### src/rtl/full_adder.sv
// Carry-lookahead adder cell with propagate/generate outputs and a registered copy.
// Ports:
//   clk, rst            : clock and async active-high reset (registered copy only)
//   a, b, c_in          : operands and carry in
//   s, c_out, p, g      : combinational sum, carry out, group propagate/generate
//   s_q, c_out_q, p_q, g_q : the same values, registered one cycle later
module full_adder #(
    parameter int WIDTH = 1
) (
    input  logic             clk,
    input  logic             rst,
    input  logic [WIDTH-1:0] a,
    input  logic [WIDTH-1:0] b,
    input  logic             c_in,
    output logic [WIDTH-1:0] s,
    output logic             c_out,
    output logic             p,
    output logic             g,
    output logic [WIDTH-1:0] s_q,
    output logic             c_out_q,
    output logic             p_q,
    output logic             g_q
);

    // Operands are padded up to whole 4-bit lookahead groups.
    localparam int NG = (WIDTH + 3) / 4;
    localparam int PW = NG * 4;

    logic [PW-1:0] pv;
    logic [PW-1:0] gv;
    logic [WIDTH:0] c;
    logic [WIDTH:0] cz;

    // Padded bits have p=0, g=0, so nothing leaks past bit WIDTH-1.
    assign pv = PW'(a ^ b);
    assign gv = PW'(a & b);

    // Lookahead inside each 4-bit group; group carries ripple between groups.
    function automatic logic [WIDTH:0] chain(
        input logic [PW-1:0] pp,
        input logic [PW-1:0] gg,
        input logic          ci
    );
        logic [PW:0] cc;
        logic [3:0]  pk;
        logic [3:0]  gk;
        cc    = '0;
        cc[0] = ci;
        for (int k = 0; k < NG; k++) begin
            pk = pp[4*k +: 4];
            gk = gg[4*k +: 4];
            cc[4*k+1] = gk[0]
                      | (pk[0] & cc[4*k]);
            cc[4*k+2] = gk[1]
                      | (pk[1] & gk[0])
                      | ((&pk[1:0]) & cc[4*k]);
            cc[4*k+3] = gk[2]
                      | (pk[2] & gk[1])
                      | ((&pk[2:1]) & gk[0])
                      | ((&pk[2:0]) & cc[4*k]);
            cc[4*k+4] = gk[3]
                      | (pk[3] & gk[2])
                      | ((&pk[3:2]) & gk[1])
                      | ((&pk[3:1]) & gk[0])
                      | ((&pk) & cc[4*k]);
        end
        return cc[WIDTH:0];
    endfunction

    assign c  = chain(pv, gv, c_in);
    // Group generate is the carry out with the carry in forced low.
    assign cz = chain(pv, gv, 1'b0);

    assign s     = pv[WIDTH-1:0] ^ c[WIDTH-1:0];
    assign c_out = c[WIDTH];
    assign p     = &pv[WIDTH-1:0];
    assign g     = cz[WIDTH];

    always_ff @(posedge clk or posedge rst) begin
        if (rst) begin
            s_q     <= '0;
            c_out_q <= 1'b0;
            p_q     <= 1'b0;
            g_q     <= 1'b0;
        end else begin
            s_q     <= s;
            c_out_q <= c_out;
            p_q     <= p;
            g_q     <= g;
        end
    end

endmodule

### config.mk
export PLATFORM = sky130hd
export DESIGN_NAME = full_adder
export DESIGN_NICKNAME = d
export VERILOG_FILES = /design/src/rtl/full_adder.sv
export SDC_FILE = /design/constraint.sdc
export NUM_CORES = 1
export LEC_CHECK = 0
export CORE_AREA = 2 2 39 41
export DETAILED_ROUTE_END_ITERATION = 8
export DIE_AREA = 0 0 41 43
export GPL_TIMING_DRIVEN = 0
export PLACE_DENSITY_LB_ADDON = 0.25
export SLEW_MARGIN = 20
export SYNTH_ARGS = -nofsm -noshare
export SYNTH_HDL_FRONTEND = slang
export SYNTH_SLANG_ARGS = --single-unit
### constraint.sdc
create_clock -name clk -period 1.8 [get_ports clk]
set_clock_uncertainty 0.1 [all_clocks]
set_input_delay 0.54 -clock clk [delete_from_list [all_inputs] [get_ports clk]]
set_output_delay 0.54 -clock clk [all_outputs]
set_load 0.01 [all_outputs]
==> run metrics <==
total gr overflow=0; Area Overhead vs Synth=128%; Via Count=128; Clock Path Buffers=2; DR pass1 iterations=2; critical path type=in -> out; slowest CP cell=fa_2; Core Area=1380 um2; final period utilization=109%; layout cells sized above 1=50.0%; Worst setup EP type=output pin; RSZ-0062 raised after global routing=true; Fmax achieved=510 MHz; max incr delay on CP=0.58 ns; Final setup viols=1; Seq/Total Area, Yosys=73.4%; Net Count, Synth=14; fin area=312 um2; CTS tree=built; initial antenna violation count=0; Vias/cell=3.20; Area after DPL=277 um2; CP most frequent cell=buf_6; critical path, cell by cell=buf_6, fa_2, buf_6; Bufs and invs on worst path=2; CP Launch Type=input port; initial drt markers=1; Syn Area/Cell=19.5 um2; Cells after Synth=7; Final Hold Viols=0; worst setup margin=-0.161 ns; Worst VDD drop=189 uV; CP Max Fanout=2; GR Util All Layers=6.05%; Site Rows=14; drt drc=0; Finished Core Util=22.5%; chip height=43 um; end of the critical path=s; # clock sinks=4; Routed Antenna Nets=0; Synthesis Warnings=0; leakage power=0.147 nW; worst path arrival time=1.32 ns; status=finished with violations; die width=41 um; minimum clock period=1.96 ns; largest net degree at the start of global routing=5; Yosys cell types=4; CP top delay family=adder cells; clock-pin slew on the worst setup and hold paths=0.04 ns; Worst slew margin=90.6%; detailed placement HPWL=261 um; gpl congestion=0.585; vias in the first global route=132; Worst-Margin Slew=0.141 ns; Routed WL=347 um; Layout Nets=33; Hold Path Class=in -> async; Initial Util=9.86%; CP startpoint=c_in; I/O pin cnt=13; drt wl/cell=8.68 um; synth top area cells=dfrtp_1 73%, fa_1 15%, ha_1 9.2%; Slew Limit Fails=0; number of diodes=0; max-cap violation count=0; Crit path required time=1.16 ns; IO Port Bufs=12; PD cells=903 nW/um2; Root Buffer=clkbuf_4; # fillers=148; failing checks=setup timing; die area=1760 um2; first-pass GRT wire length=558 um; synthesized flop and latch total=4; share of the synthesized area in the top cell type=73.4%; post-synthesis cell type with the largest combined area=dfrtp_1; hold bufs inserted after CTS=0; Synth Cell Area=136 um2; H-tree Lvls=1; Inserted Clock Buffers=3; critical path depth=3
-- sequential cells by signal, indices dropped and copies added (netlist names) --
register  count
s_q           1
g_q           1
c_out_q       1
p_q           1
-- power breakdown --
part | switching [mW] | internal [mW]
clock | 0.0343 | 0.0744
combinational | 0.0269 | 0.0447
sequential | 0.00221 | 0.0990
-- routing by layer --
| layer | up-vias | wire length (um) | GRT usage [%] |
|---|---|---|---|
| met1 | 54 | 145 | 5.56 |
| met3 | 2 | 62 | 4.71 |
| met2 | 15 | 124 | 5.94 |
| met5 | - | 0 | 0 |
| met4 | 0 | 14 | 10.0 |
| li1 | 57 | - | - |
-- synth_stat cells (all sizes together) --
cell,instances
dfrtp,4
fa,1
ha,1
inv,1
-- per-stage QoR --
stage                     setup WS (ns)  setup TNS [ns]  hold WS [ns]  cells  total power, mW
final                            -0.161          -0.161         0.386     40            0.281
after detailed placement         -0.974           -3.11         0.639     35            0.167
after floorplan                  0.0339               0         0.206      7            0.122
after global placement           -0.951           -3.05         0.631     35            0.166
after global routing             -0.177          -0.187         0.396     40            0.300
after CTS                        -0.160          -0.160         0.384     40            0.287
-- cell type report --
| class | count | area, um2 | area share, % |
|---|---|---|---|
| Timing Repair Buffer | 14 | 130 | 41.8 |
| Tap cell | 16 | 20.0 | 6.43 |
| Inverter | 1 | 3.75 | 1.20 |
| Clock buffer | 3 | 22.5 | 7.23 |
| Sequential cell | 4 | 100 | 32.1 |
| Multi-Input combinational cell | 2 | 35.0 | 11.2 |
-- how the worst min path moves through the flow --
stage,endpoint,depth (start not counted)
final,g_q,2
after global routing,s_q,2
after CTS,s_q,2
after detailed placement,s_q,2
after global placement,s_q,2
after floorplan,c_out_q,1
-- kinds of logic after synthesis --
family	after synthesis	synth area share [%]
adders and majority gates	2	23.9
DFF	4	73.4
buffers and inverters	1	2.75
-- cells in the final DEF, fill, tap and decap left out --
| cell | Yosys | layout |
|---|---|---|
| fa_2 | 0 | 1 |
| buf_4 | 0 | 2 |
| buf_6 | 0 | 4 |
| ha_1 | 1 | 1 |
| clkdlybuf4s50_1 | 0 | 5 |
| buf_2 | 0 | 2 |
| dfrtp_1 | 4 | 4 |
| inv_1 | 1 | 1 |
| clkdlybuf4s15_1 | 0 | 1 |
| clkbuf_4 | 0 | 3 |
-- what timing repair did --
action | CTS | global route
setup endpoints to repair | 4 | 3
buffers inserted | 2 | 0
pin swaps | 1 | 0
gates resized for setup | 29 | 3
(Power assumes the default switching activity.)
